===== src/rtl/rv_fetch_pkg.sv =====
// Shared types and defaults for the instruction fetch stage.
// Holds the fetch-entry payload carried from IF to the decode boundary.
package rv_fetch_pkg;

    localparam int XLEN = 64;
    localparam int IMEM_AW = 10;
    localparam logic [XLEN-1:0] RESET_PC = '0;
    localparam logic [31:0] NOP_INSTR = 32'h00000013;

    typedef struct packed {
        logic [31:0]     instr;
        logic [XLEN-1:0] pc;
    } fetch_entry_t;

endpackage


===== src/rtl/fetch_skid_fifo.sv =====
// Two-entry skid buffer for fetched {instr, pc} pairs.
// Ports: clk, reset (async, active-high), i_push/i_data write the tail,
// i_pop drops the head, i_flush empties the buffer (wins over push/pop),
// o_head is the head entry, o_count the number of valid entries (0..2).
module fetch_skid_fifo
    import rv_fetch_pkg::*;
(
    input  logic         clk,
    input  logic         reset,
    input  logic         i_push,
    input  logic         i_pop,
    input  logic         i_flush,
    input  fetch_entry_t i_data,
    output fetch_entry_t o_head,
    output logic [1:0]   o_count
);

    fetch_entry_t r_mem [2];
    logic         r_head;
    logic         r_tail;
    logic [1:0]   r_count;

    logic w_pop;
    logic w_push;

    // Guard against popping empty or pushing into a full buffer
    // that is not being drained this cycle.
    assign w_pop  = i_pop & (r_count != 2'd0);
    assign w_push = i_push & ((r_count != 2'd2) | w_pop);

    always_ff @(posedge clk or posedge reset) begin
        if (reset) begin
            r_mem[0] <= '0;
            r_mem[1] <= '0;
            r_head   <= 1'b0;
            r_tail   <= 1'b0;
            r_count  <= 2'd0;
        end else if (i_flush) begin
            r_head  <= 1'b0;
            r_tail  <= 1'b0;
            r_count <= 2'd0;
        end else begin
            if (w_push) begin
                r_mem[r_tail] <= i_data;
                r_tail        <= ~r_tail;
            end
            if (w_pop) begin
                r_head <= ~r_head;
            end
            unique case ({w_push, w_pop})
                2'b10:   r_count <= r_count + 2'd1;
                2'b01:   r_count <= r_count - 2'd1;
                default: r_count <= r_count;
            endcase
        end
    end

    assign o_head  = r_mem[r_head];
    assign o_count = r_count;

endmodule


===== src/rtl/instr_fetch_unit.sv =====
// IF stage: owns the PC, fetches from a 1-cycle synchronous imem and
// delivers a {valid, instr, pc} stream through a 2-entry skid buffer.
// Ports: clk, reset (async, active-high), stall (decode busy),
// redirect_valid/redirect_pc (flush + new target), imem_addr/imem_rdata
// (memory side), if_valid/if_instr/if_pc (decode side).
module instr_fetch_unit #(
    parameter int              XLEN      = rv_fetch_pkg::XLEN,
    parameter int              IMEM_AW   = rv_fetch_pkg::IMEM_AW,
    parameter logic [XLEN-1:0] RESET_PC  = rv_fetch_pkg::RESET_PC,
    parameter logic [31:0]     NOP_INSTR = rv_fetch_pkg::NOP_INSTR
) (
    input  logic               clk,
    input  logic               reset,
    input  logic               stall,
    input  logic               redirect_valid,
    input  logic [XLEN-1:0]    redirect_pc,
    output logic [IMEM_AW-1:0] imem_addr,
    input  logic [31:0]        imem_rdata,
    output logic               if_valid,
    output logic [31:0]        if_instr,
    output logic [XLEN-1:0]    if_pc
);

    import rv_fetch_pkg::*;

    logic [XLEN-1:0] r_fetch_pc;
    logic [XLEN-1:0] r_req_pc;
    logic            r_req_pending;

    logic [1:0]   w_count;
    logic [2:0]   w_occ;
    logic [2:0]   w_limit;
    logic         w_pop;
    logic         w_issue;
    logic         w_push;
    fetch_entry_t w_push_data;
    fetch_entry_t w_head;

    assign if_valid = (w_count != 2'd0);
    assign w_pop    = if_valid & ~stall;

    // Buffered plus in-flight words must stay within the 2 slots,
    // counting the slot freed by this cycle's pop.
    assign w_occ   = {1'b0, w_count} + {2'b00, r_req_pending};
    assign w_limit = 3'd2 + {2'b00, w_pop};
    assign w_issue = ~redirect_valid & (w_occ < w_limit);

    // The in-flight word is squashed by a redirect.
    assign w_push = r_req_pending & ~redirect_valid;

    assign w_push_data.instr = imem_rdata;
    assign w_push_data.pc    = r_req_pc;

    always_ff @(posedge clk or posedge reset) begin
        if (reset) begin
            r_fetch_pc    <= RESET_PC;
            r_req_pc      <= '0;
            r_req_pending <= 1'b0;
        end else if (redirect_valid) begin
            r_fetch_pc    <= {redirect_pc[XLEN-1:2], 2'b00};
            r_req_pending <= 1'b0;
        end else begin
            r_req_pending <= w_issue;
            if (w_issue) begin
                r_req_pc   <= r_fetch_pc;
                r_fetch_pc <= r_fetch_pc + XLEN'(4);
            end
        end
    end

    assign imem_addr = r_fetch_pc[IMEM_AW+1:2];

    fetch_skid_fifo u_fifo (
        .clk     (clk),
        .reset   (reset),
        .i_push  (w_push),
        .i_pop   (w_pop),
        .i_flush (redirect_valid),
        .i_data  (w_push_data),
        .o_head  (w_head),
        .o_count (w_count)
    );

    assign if_instr = if_valid ? w_head.instr : NOP_INSTR;
    assign if_pc    = if_valid ? w_head.pc : '0;

endmodule


===== config.mk =====
export PLATFORM = sky130hd
export DESIGN_NAME = instr_fetch_unit
export DESIGN_NICKNAME = d
export VERILOG_FILES = /design/src/rtl/rv_fetch_pkg.sv /design/src/rtl/fetch_skid_fifo.sv /design/src/rtl/instr_fetch_unit.sv
export SDC_FILE = /design/constraint.sdc
export NUM_CORES = 1
export LEC_CHECK = 0
export CORE_MARGIN = 3
export CORE_UTILIZATION = 35
export CTS_BUF_LIST = sky130_fd_sc_hd__clkbuf_2 sky130_fd_sc_hd__clkbuf_4 sky130_fd_sc_hd__clkbuf_8
export CTS_CLUSTER_SIZE = 8
export DETAILED_ROUTE_END_ITERATION = 7
export DONT_BUFFER_PORTS = 1
export GPL_ROUTABILITY_DRIVEN = 0
export GPL_TIMING_DRIVEN = 0
export PLACE_DENSITY = 0.58
export SYNTH_ARGS = -nofsm -noshare
export SYNTH_HDL_FRONTEND = slang
export SYNTH_HIERARCHICAL = 1
export SYNTH_SLANG_ARGS = --single-unit

===== constraint.sdc =====
create_clock -name clk -period 13.8 [get_ports clk]
set_input_delay 3.45 -clock clk [delete_from_list [all_inputs] [get_ports clk]]
set_output_delay 3.45 -clock clk [all_outputs]
set_load 0.02 [all_outputs]

== Yosys cells after proc, flatten, opt, wreduce, memory -nomap -nowiden ==
Index checks and enable logic that the tools add are counted.

* Logic and storage cells: 59
* Flip-flop bits (word level): 325
* Output and inout port bits: 107
* Bits of input ports: 100

* Muxes and demuxes: 17
* $lt $le $gt $ge: 4
* Add/subtract/negate cells: 5
* Eq/ne operators: 3
* Bitwise operators: 12
* Reduce and logical (&&, ||, !) cells: 8

{| class="wikitable"
|+ Operators by type and width
! kind !! number
|-
| $mux W96 || 4
|-
| $bwmux W192 || 1
|-
| $mux W64 || 3
|-
| $demux W96 S1 || 1
|-
| $add A64 B3 Y64 const B || 1
|-
| $mux W32 || 1
|-
| $reduce_bool A2 Y1 || 4
|-
| $and A1 B1 Y1 || 5
|-
| $mux W1 || 5
|-
| $ge A2 B2 Y1 const B || 2
|-
| $not A1 Y1 || 4
|-
| $not A1 Y2 || 2
|-
| $pmux W2 S2 || 1
|-
| $reduce_and A2 Y1 || 2
|-
| $add A2 B1 Y3 || 1
|-
| $add A2 B1 Y3 const A || 1
|-
| $lt A3 B3 Y1 || 1
|-
| $reduce_bool A3 Y1 || 1
|-
| $add A2 B1 Y2 const B || 1
|-
| $eq A2 B1 Y1 const B || 1
|-
| $eq A2 B2 Y1 const B || 1
|-
| $lt A2 B1 Y1 const B || 1
|-
| $mux W2 || 1
|-
| $ne A2 B2 Y1 const B || 1
|-
| other kinds (3) || 3
|}

== Longest topological paths before layout ==
Gate-level depths: netlist of the first run.

* Depth after elaboration: 8
* Depth in mapped cells: 9
* Depth with buffers taken out: 6

== By module ==
Netlist of the first run, hierarchy kept.

{| class="wikitable"
|+ Modules (own cells, without submodules)
! module !! cells each !! instances !! area each (µm²) !! seq. area each (µm²)
|-
| fetch_skid_fifo || 538 || 1 || 8557.0 || 4904.7
|-
| instr_fetch_unit || 694 || 1 || 6857.8 || 3128.0
|}

== Worst setup path after synthesis of the first run ==
OpenSTA, ideal clock, no wires.

* Path kind: input-to-reg
* From: input redirect_valid
* To: register u_fifo/r_mem[105] (netlist name)
* Data required time: 13.675 ns
* Slack: 8.404 ns
* Setup time: 0.125 ns
* Arrival time: 5.271 ns
* Path buffers: 5
* Cell stages on the path: 8
* Cell sequence: clkbuf_1 clkbuf_1 nor2b_1 or4b_1 buf_2 buf_6 buf_6 mux2_4

* Cells in the longest elaborated chain, start to end: 4

{| class="wikitable"
|+ Ends and longest elaborated chain
! what !! RTL line !! text
|-
| start: declaration || instr_fetch_unit.sv:15 || <nowiki>input logic redirect_valid,</nowiki>
|-
| $not A1 Y1 (no line) || -- ||
|-
| $and A1 B1 Y1 || instr_fetch_unit.sv:49 || <nowiki>assign w_push = r_req_pending & ~redirect_valid;</nowiki>
|-
| via w_push || instr_fetch_unit.sv:35 || <nowiki>logic w_push;</nowiki>
|-
| $and A1 B1 Y1 || fetch_skid_fifo.sv:29 || <nowiki>assign w_push = i_push & ((r_count != 2'd2) | w_pop);</nowiki>
|-
| $reduce_and A2 Y1 (no line) || -- ||
|-
| end signal: indexed assignment || fetch_skid_fifo.sv:44 || <nowiki>r_mem[r_tail] <= i_data;</nowiki>
|-
| end: declaration || fetch_skid_fifo.sv:18 || <nowiki>fetch_entry_t r_mem [2];</nowiki>
|}

The timed path passes the listed nets, and every way through them passes these cells.
A chain may end at the register's enable or synchronous reset.

==> results of run 1 <==
## logic make-up after synthesis
logic type,share of synthesized area
other cells,0.000243
simple gates,0.128
fa+ha+maj,0.00244
compound gates,0.0407
flops,0.521
buf+inv,0.0297
mux,0.265
xor+xnor,0.0125
## cell usage in the layout, fill, tap and decap left out, drive strengths merged, types with 11 or more instances in the layout
cell      n
dfrtp   321
nand2    58
o31ai    16
buf      36
or4      29
inv      11
nand3    31
or3      12
nor3     12
mux2    351
a31oi    24
and2     94
nor4     12
nor2     34
clkbuf  140
clkinv   14
xnor2    16
nand4    20
o21ai    31
## registers in the layout, summed over array words and instances (netlist names)
name            cells
r_fetch_pc         62
r_req_pc           62
r_req_pending       1
u_fifo/o_count      2
u_fifo/r_head       1
u_fifo/r_mem      192
u_fifo/r_tail       1
## metal layers
| metal | vias up | wire length [um] |
|---|---|---|
| met5 | - | 40 |
| met3 | 63 | 3040 |
| met2 | 267 | 19800 |
| met1 | 5155 | 18400 |
| met4 | 6 | 896 |
| li1 | 4581 | - |
## power by group
part | total, mW | internal, mW | switching [mW]
Sequential | 1.33 | 1.18 | 0.148
Clock | 0.964 | 0.561 | 0.403
Combinational | 0.533 | 0.308 | 0.225
## per-stage QoR
stage / utilization / cells
2_1_floorplan: - / 1235
3_3_place_gp: 0.373 / 1820
3_5_place_dp: 0.375 / 1822
4_1_cts: 0.404 / 1927
5_1_grt: 0.405 / 1930
6_report: 0.405 / 1931
## final timing paths
path | end | cells after the start
setup / recovery | if_pc[41] | 5
hold / removal | u_fifo/r_mem[180] | 1
setup reg to reg | r_req_pc[36] | 6
hold reg to reg | u_fifo/r_mem[180] | 1
max in group asynchronous | u_fifo/r_mem[133] | 2
min in group asynchronous | r_fetch_pc[6] | 1
## area by class of cell
cell class | count | area [um2] | share of cell area
diodes | 4 | 10.0 | 0.000572
plain buffers | 85 | 417 | 0.0238
clock buffers | 89 | 1140 | 0.0650
clock inverters | 16 | 134 | 0.00765
inverters | 11 | 53.8 | 0.00307
multi-input cells | 818 | 6940 | 0.396
flip-flops and latches | 321 | 8030 | 0.459
well taps | 585 | 732 | 0.0418
repair buffers | 2 | 55.1 | 0.00314
## synth_stat cells (4+ instances only)
master	number
mux2_2	322
dfrtp_1	321
and2_1	94
nand2_1	58
clkbuf_1	51
nor2_1	34
nand3_1	31
o21ai_0	31
mux2_4	29
or4_1	28
a31oi_1	24
buf_2	18
nand4_1	18
o31ai_1	16
xnor2_1	16
nor4_1	12
or3_1	11
buf_4	10
inv_1	10
nor3_1	10
o211ai_1	10
nand2b_1	9
o31a_1	6
xor2_1	6
and3_1	5
buf_6	5
nor2b_1	4
nor4b_1	4
==> metrics.md, run 1 <==
| Metric | Value |
|---|---|
| R2r setup slk | `between 10 and 15 ns` |
| Vias in the first global route | `10600` |
| Initial antenna violation count | `8` |
| Design Area, Final | `0.0175 mm2` |
| Pre-CTS setup slack | `~7.2 ns` |
| Hold_sp | `u_fifo/r_mem[180]` |
| # rows | `76` |
| Tcrit/Tclk final | `0.496` |
| Delay-heaviest family, CP | `buffers and inverters` |
| Crit path buffers/inverters | `3` |
| Synth top area cells | `dfrtp_1 (52%), mux2_2 (24%), and2_1 (3.8%), mux2_4 (2.8%), nand2_1 (1.4%)` |
| Die area | `around 0.047 mm2` |
| Post-synth cell types | `54` |
| Register area share after synthesis | `0.521` |
| Dpl hpwl | `~29 mm` |
| Setup bufs post-CTS | `0` |
| Yosys reg bits | `approximately 320` |
| Synth Instances | `between 1000 and 1500` |
| CTS Sinks | `around 320` |
| CP max stage delay | `around 0.86 ns` |
| Port Buffers | `0` |
| Clk pin slew, worst setup/hold paths | `approximately 0.060 ns` |
| RSZ-0062 raised after global routing | `no` |
| Netlist Area Pre-Place | `approximately 0.015 mm2` |
| Static leakage | `around 7.3 nW` |
| Avg WL per Cell | `21.9 um` |
| GR Util All Layers | `0.180` |
| Global-route wire length before repair | `between 60 and 70 mm` |
| Slew headroom | `0.269` |
| Layout net count | `around 1400` |
| Pre-Repair DR Iteration Count | `5` |
| CP Data Required Time | `10.35 ns` |
| Final antenna-violating net count | `0` |
| PostCTS Resize Cnt | `0` |
| Iter 0 DRT Violations | `around 560` |
| Final-report max-slew violation count | `0` |
| Area of the core | `0.0433 mm2` |
| Worst setup path startpoint | `u_fifo/r_head` |
| Largest area contributor in the netlist | `dfrtp_1` |
| Grt total ovfl | `0` |
| Fmax | `146 MHz` |
| Layout area overhead | `13.6%` |
| Routed vias | `just over 10000` |
| CTS Hold Bufs | `0` |
| Max-cap violation count | `0` |
| Worst hold slack | `0.500 ns` |
| Reg2reg start | `u_fifo/o_count[0]` |
| Startpoint class of the critical path | `flip-flop` |
| Die Y-Extent | `between 200 and 250 um` |
| Total CTS buffers | `57` |
| Clk_lat worst skew | `approximately 0.63 ns` |
| Setup ws final | `around 7 ns` |
| Share of layout cells above drive strength 1 | `0.374` |
| Asr flop ratio synth | `1.00` |
| DIE WIDTH | `~220 um` |
| Worst path cell trace | `clkbuf_1, clkbuf_1, clkbuf_1, mux2_2, and2_1` |
| Bufs on Longest Clock Path | `3` |
| Dpl cell area | `around 0.016 mm2` |
| Initial core utilization | `0.356` |
| Final WL | `roughly 42 mm` |
| Crit path kind | `reg -> out` |
| Total power draw | `between 2 and 3 mW` |
| YS warnings | `6` |
| Tightest Pin Transition | `between 1 and 1.5 ns` |
| Arrival time at the worst endpoint | `3.40 ns` |
| I/O Pins | `around 210` |
| Critical path endpoint category | `output pin` |
| Main synth FF type | `dfrtp_1` |
| Final Hold Viols | `0` |
| # fillers | `about 4200` |
| Root buf cell | `clkbuf_8` |
| Drt via density | `5.22` |
| P per Cell Area | `about 160 mW/mm2` |
| Pin count of the biggest net entering global routing | `112` |
| Setup TNS Final | `0 ns` |
| H-tree levels | `2` |
| CTS tree | `done` |
| Synthesized area per cell | `12.5 um2` |
| Gr busiest metal | `met2` |
| M2 GR Usage | `0.287` |
| Final Setup Violations | `0` |
| Yosys top cell area share | `0.521` |
| DRC Markers | `0` |
| GR Util met1 | `0.234` |
| Status | `finished clean` |
| Peak VDD IR | `~65 uV` |
| HP Class | `reg -> reg` |
| Met3 Track Usage GR | `0.0610` |
| Crit path top cell by count | `clkbuf_1` |
| Slowest-stage cell, CP | `clkbuf_1` |
| Worst Skew | `about 0.025 ns` |
| CP max FO | `10` |
| Number of synthesized flops with an enable pin | `0` |
| Final worst path period need | `6.85 ns` |
Power figures use the tool's default switching activity.
==> run 2, diff against run 1 <==
Clock period 13.8 ns to 7 ns, I/O delays scaled along.
==> run 2 against run 1 <==
  * Routed wire length down 0.37%
  * Clock-buffer cell count up 3
  * Design area up 0.84%
  * Critical path depth unchanged
  * Die area unchanged
  * Flip-flop and latch count unchanged
  * First-iteration DRC count down 5.3%
  * Register-to-register slack worse by 6.8 ns
  * Clock skew up 0.011 ns
  * Core utilization up 0.34 points
  * Final cell count up 0.26%
  * Critical endpoint unchanged
  * Largest cell class unchanged
==> metrics.md, run 2 (synthesis gave the netlist of run 1 again) <==
| Metric | Value |
|---|---|
| Iter 0 DRT Violations | `532 (was 562)` |
| CP max stage delay | `0.85 ns (was 0.86 ns)` |
| I/O Pins | `207 (unchanged)` |
| Final worst path period need | `around 5.2 ns` |
| Area of the core | `0.0433 mm2 (unchanged)` |
| CTS Hold Bufs | `0 (unchanged)` |
| Clock share of power | `0.348 (was 0.341)` |
| GR Util All Layers | `0.182 (was 0.180)` |
| H-tree levels | `2 (unchanged)` |
| Die area | `0.0466 mm2 (unchanged)` |
| Status | `finished clean (unchanged)` |
| HP Class | `reg -> reg (unchanged)` |
| Vias in the first global route | `10500 (was 10600)` |
| Int Pwr | `4.11 mW (was 2.05 mW)` |
| Fmax | `~190 MHz` |
| Global-route wire length before repair | `65.3 mm (was 64.8 mm)` |
| Switching power share of the total | `0.271 (was 0.274)` |
| Bufs on Longest Clock Path | `3 (unchanged)` |
| Total power draw | `5.64 mW (was 2.83 mW)` |
| RSZ-0062 raised after global routing | `no (unchanged)` |
| Avg WL per Cell | `21.7 um (was 21.9 um)` |
| Drt via density | `5.22 (about the same)` |
| Initial antenna violation count | `5 (was 8)` |
| Final Hold Viols | `0 (unchanged)` |
| Setup bufs post-CTS | `0 (unchanged)` |
| Tcrit/Tclk final | `0.749` |
| Crit path top cell by count | `clkbuf_1 (unchanged)` |
| Pin count of the biggest net entering global routing | `95 (was 112)` |
| Placed insts | `1827 (was 1822)` |
| Final WL | `42.1 mm (was 42.2 mm)` |
| Clk_lat worst skew | `0.65 ns (was 0.63 ns)` |
| Critical path endpoint category | `output pin (unchanged)` |
| Initial core utilization | `0.356 (unchanged)` |
| R2r setup slk | `3.76 ns (was 10.56 ns)` |
| Switching pwr | `1.53 mW (was 0.776 mW)` |
| Share of layout cells above drive strength 1 | `0.376 (was 0.374)` |
| # rows | `76 (unchanged)` |
| Clk pin slew, worst setup/hold paths | `0.06 ns (about the same)` |
| CTS tree | `done (unchanged)` |
| CP Data Required Time | `5.25 ns (was 10.35 ns)` |
| Commonest non-fill, non-tap cell in the layout | `mux2_2 (unchanged)` |
| Dpl hpwl | `30.1 mm (was 29.5 mm)` |
| Regs by FF count | `u_fifo/r_mem x192, r_fetch_pc x62, r_req_pc x62 (unchanged)` |
| PostCTS Resize Cnt | `0 (unchanged)` |
| Util after Layout | `0.408 (was 0.405)` |
| Tightest Pin Transition | `1.06 ns (was 1.10 ns)` |
| Layout net count | `1404 (was 1399)` |
| Biggest register | `u_fifo/r_mem (unchanged)` |
| DRC Markers | `0 (unchanged)` |
| Root buf cell | `clkbuf_8 (unchanged)` |
| Worst Skew | `0.0368 ns (was 0.0254 ns)` |
| Design Area, Final | `0.0177 mm2 (was 0.0175 mm2)` |
| Crit path buffers/inverters | `3 (unchanged)` |
| DIE WIDTH | `216 um (unchanged)` |
| Startpoint class of the critical path | `flip-flop (unchanged)` |
| Most frequent cells in the layout | `mux2_2 (322), dfrtp_1 (321), and2_1 (94), clkbuf_8 (77), nand2_1 (58) (was mux2_2 (322), dfrtp_1 (321), and2_1 (94), clkbuf_8 (75), nand2_1 (58))` |
| Static leakage | `7.35 nW (was 7.29 nW)` |
| Worst path cell trace | `clkbuf_1, clkbuf_1, clkbuf_1, mux2_2, and2_1 (unchanged)` |
| Worst hold slack | `0.500 ns (about the same)` |
| Die Y-Extent | `216 um (unchanged)` |
| Port Buffers | `0 (unchanged)` |
| Final antenna-violating net count | `0 (unchanged)` |
| CTS Sinks | `321 (unchanged)` |
| Pre-Repair DR Iteration Count | `5 (unchanged)` |
| Delay-heaviest family, CP | `buffers and inverters (unchanged)` |
| Part of the power in registers | `0.464 (was 0.471)` |
| Setup TNS Final | `0 ns (unchanged)` |
| Slew headroom | `0.293 (was 0.269)` |
| Non-Filler Instances | `1936 (was 1931)` |
| Largest register FFs | `192 (unchanged)` |
| Max-cap violation count | `0 (unchanged)` |
| Total CTS buffers | `57 (unchanged)` |
| Crit path kind | `reg -> out (unchanged)` |
| Routed vias | `10100 (about the same)` |
| Peak VDD IR | `126 uV (was 64.9 uV)` |
| Pre-CTS setup slack | `2.11 ns (was 7.16 ns)` |
| Dpl cell area | `0.0163 mm2 (was 0.0162 mm2)` |
| P per Cell Area | `320 mW/mm2 (was 161 mW/mm2)` |
| Slowest-stage cell, CP | `clkbuf_1 (unchanged)` |
| Arrival time at the worst endpoint | `3.50 ns (was 3.40 ns)` |
| Setup ws final | `1.75 ns (was 6.95 ns)` |
| Final-report max-slew violation count | `0 (unchanged)` |
| Final Setup Violations | `0 (unchanged)` |
| CP max FO | `10 (unchanged)` |
| Layout area overhead | `14.5% (was 13.6%)` |
| Grt total ovfl | `0 (unchanged)` |
| Combinational share of power | `0.188 (was 0.189)` |
run 2: cell types whose count changed in the layout (fill, tap and decap cells not counted), sizes merged:
cell	delta
clkbuf	+3
buf	+5
inv	-2
bufinv	+1
clkinvlp	+3
clkinv	-5
run 2: layer usage:
| metal | vias up | GRT usage | wire (um) |
|---|---|---|---|
| met4 | 4 | 0.0615 | 1210 |
| met1 | 5146 | 0.241 | 18700 |
| met3 | 88 | 0.0544 | 2980 |
| li1 | 4598 | - | - |
| met5 | - | 0 | 21 |
| met2 | 269 | 0.285 | 19200 |
run 2: final timing paths:
path / endpoint / from / cells past startpoint
max: if_pc[41] / u_fifo/r_head / 5
min: u_fifo/r_mem[3] / u_fifo/r_mem[3] / 1
max reg2reg: r_req_pc[33] / u_fifo/o_count[0] / 6
min reg2reg: u_fifo/r_mem[3] / u_fifo/r_mem[3] / 1
max in group asynchronous: u_fifo/r_mem[47] / reset / 4
min in group asynchronous: u_fifo/r_mem[7] / reset / 1
run 2: power groups by stage:
stage	registers, mW	clock network (mW)	logic, mW
final	2.62	1.96	1.06
after global routing	2.68	2.12	1.17
after CTS	2.62	2.04	1.08
after detailed placement	2.65	0	1.07
after global placement	2.62	0	1.04
after floorplan	2.54	0	0.894
run 2: cell type report:
type	count	area, um2
Clock inverter	13	149
Multi-Input combinational cell	818	6940
Inverter	11	50.0
Timing Repair Buffer	7	155
Tap cell	585	732
Buffer	85	417
Antenna cell	4	10.0
Sequential cell	321	8030
Clock buffer	92	1170
Fill cell	4129	25600
==> run 3, diff against run 2 <==
Clock period 7 ns to 4.9 ns, I/O delays scaled along.
==> run 3 against run 2 <==
  * Design area about the same
  * Sequential share of layout area about the same
  * Total power up 43%
  * Clock power up 43%
  * Core utilization about the same
  * Clock skew up 0.0019 ns
  * First-iteration DRC count down 1.7%
  * Register-to-register slack worse by 2.1 ns
  * Setup slack worse by 1.5 ns
  * Critical path type unchanged
  * Largest cell class unchanged
==> metrics.md, run 3 (synthesis gave the netlist of run 1 again) <==
| Metric | Value |
|---|---|
| Regs by FF count | `u_fifo/r_mem x192, r_fetch_pc x62, r_req_pc x62 (unchanged)` |
| Fmax | `213 MHz` |
| Most frequent cells in the layout | `mux2_2 (322), dfrtp_1 (321), and2_1 (94), clkbuf_8 (77), nand2_1 (58) (unchanged)` |
| Setup bufs post-CTS | `0 (unchanged)` |
| DIE WIDTH | `216 um (unchanged)` |
| Final-report max-slew violation count | `0 (unchanged)` |
| Crit path kind | `reg -> out (unchanged)` |
| Static leakage | `7.35 nW (about the same)` |
| CTS tree | `done (unchanged)` |
| Dpl hpwl | `30.1 mm (unchanged)` |
| Drt via density | `5.19 (was 5.22)` |
| # rows | `76 (unchanged)` |
| Layout net count | `1404 (unchanged)` |
| Startpoint class of the critical path | `flip-flop (unchanged)` |
| Final worst path period need | `approximately 4.7 ns` |
| Bufs on Longest Clock Path | `3 (unchanged)` |
| CTS Sinks | `321 (unchanged)` |
| Commonest non-fill, non-tap cell in the layout | `mux2_2 (unchanged)` |
| Die Y-Extent | `216 um (unchanged)` |
| Avg WL per Cell | `21.7 um (about the same)` |
| Max-cap violation count | `0 (unchanged)` |
| Largest register FFs | `192 (unchanged)` |
| I/O Pins | `207 (unchanged)` |
| Port Buffers | `0 (unchanged)` |
| Critical path endpoint category | `output pin (unchanged)` |
| Setup TNS Final | `0 ns (unchanged)` |
| Design Area, Final | `0.0177 mm2 (about the same)` |
| Pre-CTS setup slack | `0.535 ns (was 2.11 ns)` |
| DRC Markers | `0 (unchanged)` |
| Total CTS buffers | `57 (unchanged)` |
| Pre-Repair DR Iteration Count | `5 (unchanged)` |
| Global-route wire length before repair | `65.3 mm (unchanged)` |
| Final antenna-violating net count | `0 (unchanged)` |
| Initial antenna violation count | `5 (unchanged)` |
| Worst Skew | `0.0386 ns (was 0.0368 ns)` |
| H-tree levels | `2 (unchanged)` |
| Clk_lat worst skew | `0.65 ns (about the same)` |
| Final Setup Violations | `0 (unchanged)` |
| Worst setup path startpoint | `u_fifo/r_head (unchanged)` |
| Biggest register | `u_fifo/r_mem (unchanged)` |
| Reg2reg start | `u_fifo/o_count[0] (unchanged)` |
| CP max FO | `10 (unchanged)` |
| Dpl cell area | `0.0163 mm2 (unchanged)` |
| CP Data Required Time | `3.67 ns (was 5.25 ns)` |
| PostCTS Resize Cnt | `0 (unchanged)` |
| Non-Filler Instances | `1936 (unchanged)` |
| Setup ws final | `0.206 ns (was 1.75 ns)` |
| Final Hold Viols | `0 (unchanged)` |
| Root buf cell | `clkbuf_8 (unchanged)` |
| GR Util All Layers | `0.182 (unchanged)` |
| P per Cell Area | `457 mW/mm2 (was 320 mW/mm2)` |
| Area of the core | `0.0433 mm2 (unchanged)` |
| Iter 0 DRT Violations | `523 (was 532)` |
| Worst hold slack | `0.419 ns (was 0.500 ns)` |
| CTS Hold Bufs | `0 (unchanged)` |
| Grt total ovfl | `0 (unchanged)` |
| Clk pin slew, worst setup/hold paths | `0.06 ns (about the same)` |
| Slew headroom | `0.299 (was 0.293)` |
| Layout area overhead | `14.6% (was 14.5%)` |
| Status | `finished clean (unchanged)` |
| Tcrit/Tclk final | `0.958` |
| Peak VDD IR | `181 uV (was 126 uV)` |
| Die area | `0.0466 mm2 (unchanged)` |
| Pin count of the biggest net entering global routing | `95 (unchanged)` |
| Initial core utilization | `0.356 (unchanged)` |
| Routed vias | `10100 (about the same)` |
| HP Class | `in -> async (was reg -> reg)` |
| Tightest Pin Transition | `1.05 ns (was 1.06 ns)` |
| RSZ-0062 raised after global routing | `no (unchanged)` |
| Vias in the first global route | `10500 (unchanged)` |
| Arrival time at the worst endpoint | `3.47 ns (was 3.50 ns)` |
| Final WL | `42.0 mm (was 42.1 mm)` |
| Share of layout cells above drive strength 1 | `0.376 (unchanged)` |
| Placed insts | `1827 (unchanged)` |
==> run 3: worst paths after layout <==
path	endpoint	slack (ns)	depth (start not counted)
max	if_pc[30]	0.21	5
min	u_fifo/r_mem[7]	0.42	1
max reg2reg	r_req_pc[33]	1.67	6
min reg2reg	u_fifo/r_mem[150]	0.50	1
max in group asynchronous	u_fifo/r_mem[47]	3.49	4
min in group clk	u_fifo/r_mem[150]	0.50	1
==> run 3: final cells by class <==
type                       instances  area, um2
timing repair buffer               7        155
clock inverter                    13        149
antenna                            4       10.0
fill                            4127      25600
multi-input combinational        818       6940
buffer                            85        429
clock buffer                      92       1170
sequential                       321       8030
inverter                          11       50.0
tap                              585        732
==> run 3: worst max-delay path: stages, from the launching register on <==
cell	delay [ns]
dfrtp_1	0.32
clkbuf_1	0.21
clkdlybuf4s15_1	0.75
clkbuf_1	0.85
mux2_2	0.45
and2_1	0.22
==> run 3: power by group <==
group | internal, mW | switching, mW
Sequential | 3.33 | 0.412
Clock | 1.67 | 1.14
Combinational | 0.878 | 0.640
==> run 3: layer usage <==
layer / vias to the layer above / share of wire / GRT usage
met5: - / 0.00050 / 0
met2: 273 / 0.46 / 0.285
met3: 85 / 0.072 / 0.0544
met1: 5096 / 0.44 / 0.241
li1: 4595 / - / -
met4: 4 / 0.028 / 0.0615
==> run 3: per-stage QoR <==
step / utilization / total power, mW
after floorplan: - / 4.91
after detailed placement: 0.377 / 5.32
after CTS: 0.408 / 8.19
final: 0.408 / 8.06
after global placement: 0.374 / 5.22
after global routing: 0.408 / 8.54
